### config.mk
export PLATFORM = sky130hd
export DESIGN_NAME = hc_secded_dec
export DESIGN_NICKNAME = d
export VERILOG_FILES = /design/src/rtl/hc_secded_dec.sv
export SDC_FILE = /design/constraint.sdc
export NUM_CORES = 1
export LEC_CHECK = 0
export BUFFER_PORTS_ARGS = -buffer_cell sky130_fd_sc_hd__clkbuf_2
export CAP_MARGIN = 20
export CORE_MARGIN = 5
export CORE_UTILIZATION = 54
export DETAILED_ROUTE_END_ITERATION = 10
export PLACE_DENSITY = 0.78
export SLEW_MARGIN = 15
export SYNTH_ARGS = -nofsm -noshare
export SYNTH_HDL_FRONTEND = slang
export SYNTH_SLANG_ARGS = --single-unit
export TNS_END_PERCENT = 5
### constraint.sdc
create_clock -name i_clk -period 2.4 [get_ports i_clk]
set_input_delay 0.24 -clock i_clk [delete_from_list [all_inputs] [get_ports i_clk]]
set_output_delay 0.24 -clock i_clk [all_outputs]
set_load 0.05 [all_outputs]
### src/rtl/hc_secded_dec.sv
// ---------------------------------------------------------------------------
// hc_secded_dec
//
// Two-stage pipelined extended-Hamming (SECDED) decoder. It corrects any
// single-bit error, flags double-bit errors, and counts both kinds of error
// events with saturating counters. Valid/ready handshake on both sides.
//
// Ports
//   i_clk         clock, rising edge
//   i_rst_n       asynchronous active-low reset
//   i_valid       input codeword valid
//   o_ready       decoder can accept a codeword (combinational from i_ready)
//   i_code        codeword: bit 0 overall parity, bits 1..N Hamming positions
//   o_valid       output word valid
//   i_ready       consumer accepts the output word
//   o_data        corrected data (raw data when uncorrectable)
//   o_syndrome    syndrome of the delivered word
//   o_err_single  single error detected and corrected
//   o_err_double  uncorrectable error detected
//   i_cnt_clr     synchronous clear of both counters
//   o_corr_cnt    saturating count of delivered single-error words
//   o_dbl_cnt     saturating count of delivered uncorrectable words
// ---------------------------------------------------------------------------
module hc_secded_dec #(
    parameter  int DATA_W = 4,
    parameter  int CNT_W  = 16,
    localparam int R      = (DATA_W <= 4)  ? 3 :
                            (DATA_W <= 11) ? 4 :
                            (DATA_W <= 26) ? 5 :
                            (DATA_W <= 57) ? 6 : 7,
    localparam int N      = DATA_W + R,
    localparam int CW_W   = N + 1
) (
    input  logic              i_clk,
    input  logic              i_rst_n,
    input  logic              i_valid,
    output logic              o_ready,
    input  logic [CW_W-1:0]   i_code,
    output logic              o_valid,
    input  logic              i_ready,
    output logic [DATA_W-1:0] o_data,
    output logic [R-1:0]      o_syndrome,
    output logic              o_err_single,
    output logic              o_err_double,
    input  logic              i_cnt_clr,
    output logic [CNT_W-1:0]  o_corr_cnt,
    output logic [CNT_W-1:0]  o_dbl_cnt
);

    // Codeword position of data bit idx: the idx-th position (counting from
    // 0) that is not a power of two, i.e. 3,5,6,7,9,...
    function automatic int data_pos(input int idx);
        int cnt;
        int pos;
        cnt = 0;
        pos = 0;
        for (int p = 3; p < 128; p++) begin
            if ((p & (p - 1)) != 0) begin
                if (cnt == idx && pos == 0) begin
                    pos = p;
                end
                cnt++;
            end
        end
        return pos;
    endfunction

    localparam logic [CNT_W-1:0] CNT_MAX = {CNT_W{1'b1}};

    logic              s1_valid;
    logic [DATA_W-1:0] s1_data;
    logic [R-1:0]      s1_syn;
    logic              s1_par;
    logic              s2_valid;

    logic [R-1:0]      in_syn;
    logic              in_par;
    logic [DATA_W-1:0] in_data;

    logic [DATA_W-1:0] fix_data;
    logic              fix_single;
    logic              fix_double;

    logic              adv2;
    logic              out_xfer;

    // Stage 2 moves whenever it is empty or the consumer takes its word;
    // stage 1 moves in lock-step with it, so the decoder can take a new word
    // whenever stage 1 is empty or about to drain.
    assign adv2     = !s2_valid || i_ready;
    assign o_ready  = !s1_valid || adv2;
    assign o_valid  = s2_valid;
    assign out_xfer = s2_valid && i_ready;

    // The syndrome is the XOR of the indices of all set Hamming positions and
    // the overall parity covers every bit including bit 0. Only the data
    // bits are kept for stage 1, since correcting a parity bit never changes
    // the delivered data.
    always_comb begin
        in_syn  = '0;
        in_par  = ^i_code;
        in_data = '0;
        for (int p = 1; p <= N; p++) begin
            if (i_code[p]) begin
                in_syn = in_syn ^ p[R-1:0];
            end
        end
        for (int j = 0; j < DATA_W; j++) begin
            in_data[j] = i_code[data_pos(j)];
        end
    end

    // Classify the stage-1 word. With odd overall parity and a syndrome that
    // names a real position (or zero, meaning bit 0 itself) it is a single
    // error; the flip only touches data when the syndrome names a data
    // position. Even parity with a nonzero syndrome, or a syndrome beyond N,
    // cannot be corrected, so the raw data passes through unchanged.
    always_comb begin
        int dp;
        fix_data   = s1_data;
        fix_single = s1_par && (int'(s1_syn) <= N);
        fix_double = (!s1_par && (s1_syn != '0)) ||
                     (s1_par && (int'(s1_syn) > N));
        dp         = 0;
        for (int j = 0; j < DATA_W; j++) begin
            dp = data_pos(j);
            if (fix_single && (int'(s1_syn) == dp)) begin
                fix_data[j] = ~s1_data[j];
            end
        end
    end

    // Stage 1 captures a new word whenever it can accept one. Payload is only
    // loaded with a real word so the registers do not toggle on idle cycles.
    always_ff @(posedge i_clk or negedge i_rst_n) begin
        if (!i_rst_n) begin
            s1_valid <= 1'b0;
            s1_data  <= '0;
            s1_syn   <= '0;
            s1_par   <= 1'b0;
        end else if (o_ready) begin
            s1_valid <= i_valid;
            if (i_valid) begin
                s1_data <= in_data;
                s1_syn  <= in_syn;
                s1_par  <= in_par;
            end
        end
    end

    // Stage 2 holds the delivered word. Its outputs change only when it
    // advances, which keeps them stable while the consumer stalls.
    always_ff @(posedge i_clk or negedge i_rst_n) begin
        if (!i_rst_n) begin
            s2_valid     <= 1'b0;
            o_data       <= '0;
            o_syndrome   <= '0;
            o_err_single <= 1'b0;
            o_err_double <= 1'b0;
        end else if (adv2) begin
            s2_valid <= s1_valid;
            if (s1_valid) begin
                o_data       <= fix_data;
                o_syndrome   <= s1_syn;
                o_err_single <= fix_single;
                o_err_double <= fix_double;
            end
        end
    end

    // Error counters tick only when a flagged word actually leaves the
    // decoder, stop at all-ones, and a clear wins over a same-cycle tick.
    always_ff @(posedge i_clk or negedge i_rst_n) begin
        if (!i_rst_n) begin
            o_corr_cnt <= '0;
            o_dbl_cnt  <= '0;
        end else if (i_cnt_clr) begin
            o_corr_cnt <= '0;
            o_dbl_cnt  <= '0;
        end else begin
            if (out_xfer && o_err_single && (o_corr_cnt != CNT_MAX)) begin
                o_corr_cnt <= o_corr_cnt + 1'b1;
            end
            if (out_xfer && o_err_double && (o_dbl_cnt != CNT_MAX)) begin
                o_dbl_cnt <= o_dbl_cnt + 1'b1;
            end
        end
    end

endmodule

==> results.json <==
{
  "period_share": 0.814,
  "core_area_um2": 4750,
  "width_of_the_chip_um": 80.0,
  "synth-seq-cells": 51,
  "peakVddDrop_mv": 0.519,
  "netlist.top_cell.by_area": "dfrtp_1",
  "design.die.area_um2": 6400,
  "yosys_warnings": 0,
  "crit-reg2reg-capture": "o_corr_cnt[9]",
  "timing.rr.start": "o_corr_cnt[0]",
  "part_of_the_yosys_area_used_for_sequential_elements": 0.482,
  "wl_per_cell_um": 14.7,
  "synth.area.top_cells": "dfrtp_1 (48%), a21oi_1 (5.1%), mux2_2 (4.3%)",
  "timing.slew.headroom": 0.514,
  "reg2reg_setup_slack_ps": 450,
  "globalRoute.totalOverflow": 0,
  "clkSlewWorstSetupHoldPaths_ps": 80,
  "timing.final.setup_violations": 0,
  "area_growth_syn_to_layout_pct": 17.0,
  "max_freq_mhz": 512,
  "clock-sinks": 51,
  "skew_ps": 10.0,
  "drive_gt1_frac": 0.248,
  "routabilityCongestion": 0.846,
  "drt_first_iter_violations": 189,
  "min_period_ps": 1950,
  "worst_ep_required_time_ps": 2610,
  "tritoncts_buffers": 5,
  "clock_tree_root": "clkbuf_8",
  "worst_setup_path_endpoint": "o_corr_cnt[9]",
  "utilization_after_layout": 0.651,
  "via_count_of_the_first_global_routing_pass": 2201,
  "avgSynthCellArea_um2": 9.95,
  "rr_worst_depth": 6,
  "classification_of_the_worst_setup_path": "flip-flop to flip-flop",
  "maxSlewViolCount": 0,
  "initial_core_util": 0.557,
  "place_hpwl_um": 4090,
  "crit_path_max_fanout": 18,
  "global_route.usage.total": 0.193,
  "drv_cap": 0,
  "synthDominantCellAreaShare": 0.482,
  "worst_pin_slew_ps": 729,
  "drtAntennaViolNets": 0,
  "pin_count_of_the_biggest_net_entering_global_routing": 52,
  "syn_inst": 266,
  "worstSetupStartpoint": "o_corr_cnt[0]",
  "antenna_found_initial": 0,
  "power_leakage_uw": 0.00130,
  "power.density_cell_area_nw_per_um2": 695,
  "first_pass_iters": 4,
  "ios": 56,
  "nets": 337,
  "min-delay-path-class": "input pin to asynchronous set/reset pin",
  "arrival_ps": 2160,
  "fin_tns_setup_ps": 0,
  "die-height_um": 80.0,
  "finalHoldViolations": 0,
  "synthDistinctLibCells": 38,
  "placement.cell_area_um2": 2990,
  "worstSetupStartpointType": "flip-flop",
  "result_of_the_run": "completed",
  "worstSkewPairLatency_ps": 300,
  "tritoncts": "built",
  "clk_path_buf_depth": 2,
  "critPathCaptureType": "flip-flop",
  "drc": 0,
  "hold_ws_ps": 43.9,
  "h-tree-depth": 2,
  "design_area_um2": 3100,
  "rows": 25,
  "syn_nets": 281,
  "detailroute.via_count": 2245,
  "totalPowerFinal_uw": 2150,
  "cts_hold_buffers": 0,
  "mappedNetlistArea_um2": 2650,
  "unrepaired_setup_endpoints_after_global_routing": "false",
  "resized_gates_after_cts": 0,
  "diodes": 0,
  "portBuffers": 55,
  "fill_cells": 410,
  "route.detailed.vias_per_inst": 5.77,
  "route.final.wire_length_um": 5730,
  "post_cts_setup_repair_bufs": 0,
  "grt_pass1_wl_um": 9980
}
[power breakdown]
group	switching (µW)	internal, µW	total (µW)
Sequential	88.1	951	1040
Combinational	391	159	550
Clock	258	306	564
[final cells by class]
class | instances | area, µm² | area share
clock buffers | 6 | 72.6 | 0.0234
inverters | 7 | 26.3 | 0.00848
clock inverters | 1 | 30.0 | 0.00970
flip-flops and latches | 51 | 1280 | 0.412
well taps | 67 | 83.8 | 0.0271
multi-input cells | 199 | 1310 | 0.423
repair buffers | 58 | 298 | 0.0962
[kinds of logic after synthesis]
| family | count (synthesis) | share of synthesized area |
|---|---|---|
| simple gates | 103 | 0.230 |
| fa+ha+maj | 2 | 0.00945 |
| mux | 11 | 0.0463 |
| flops | 51 | 0.482 |
| compound gates | 67 | 0.154 |
| xor+xnor | 16 | 0.0530 |
| buf+inv | 16 | 0.0251 |
[layer usage]
layer | global-route usage | routed length (µm) | up-vias
met5 | 0 | 0 | -
met4 | 0.0659 | 99 | 0
met3 | 0.0530 | 316 | 10
met2 | 0.315 | 2660 | 53
met1 | 0.246 | 2650 | 1056
li1 | - | - | 1126
[cells in the final DEF (no fill, tap or decap), types with 5 or more instances in the layout]
cell type,instances
mux2_2,10
o31ai_1,14
and3_1,5
clkbuf_2,55
nor3_1,5
clkbuf_8,5
inv_1,7
dfrtp_1,51
or3_1,11
nand3_1,14
nand4_1,12
xnor2_1,8
xor2_1,8
or4_1,13
o21ai_0,18
nor2_1,5
nand2_1,19
a21oi_1,27
[per-stage QoR]
step / worst slack, ps / cells
floorplan: 119 / 266
global placement: 555 / 382
detailed placement: 475 / 382
CTS: 440 / 389
global route: 283 / 389
finish: 447 / 389
[synth_stat cells]
cell,instances
buf_2,2
o41ai_1,2
o21ai_0,18
nand3b_1,2
dfrtp_1,51
nand2_1,19
nand3_1,14
nor4_1,2
and4_1,3
ha_1,2
or4_1,13
o41ai_2,1
inv_1,7
a21oi_1,27
mux2_2,10
o211ai_1,1
a31o_2,1
nor3_1,5
nand4_2,1
buf_4,1
nand4b_1,3
nor2b_1,1
o31ai_1,14
and3_1,5
mux2i_1,1
nor2_1,5
nor4b_1,1
or4_4,1
nand4_1,12
or3_1,11
nand2b_1,3
xnor2_1,8
a41o_1,1
clkbuf_1,6
and2_1,1
xor2_1,8
o311ai_0,2
or2_2,1
[worst min path at each step]
stage / cells after the start / to / from
2_1_floorplan: 0 / fix_single / i_rst_n
3_3_place_gp: 2 / o_dbl_cnt[9] / i_rst_n
3_5_place_dp: 2 / o_dbl_cnt[9] / i_rst_n
4_1_cts: 2 / o_dbl_cnt[14] / i_rst_n
5_1_grt: 2 / o_dbl_cnt[8] / i_rst_n
6_report: 2 / o_dbl_cnt[8] / i_rst_n
[state kept, by name, summed over array words and instances, names as in the netlist]
name          flops
s1_data           4
o_data            4
o_dbl_cnt        16
o_valid           1
fix_single        1
o_err_single      1
o_err_double      1
s1_syn            3
o_syndrome        3
o_corr_cnt       16
s1_valid          1
[critical path: stages, from the launching register on]
cell     delay [ps]
dfrtp_1         430
ha_1            240
nand3_1         240
o41ai_2         110
buf_4           200
or4_1           480
a21oi_1         160
(Power assumes the default switching activity.)
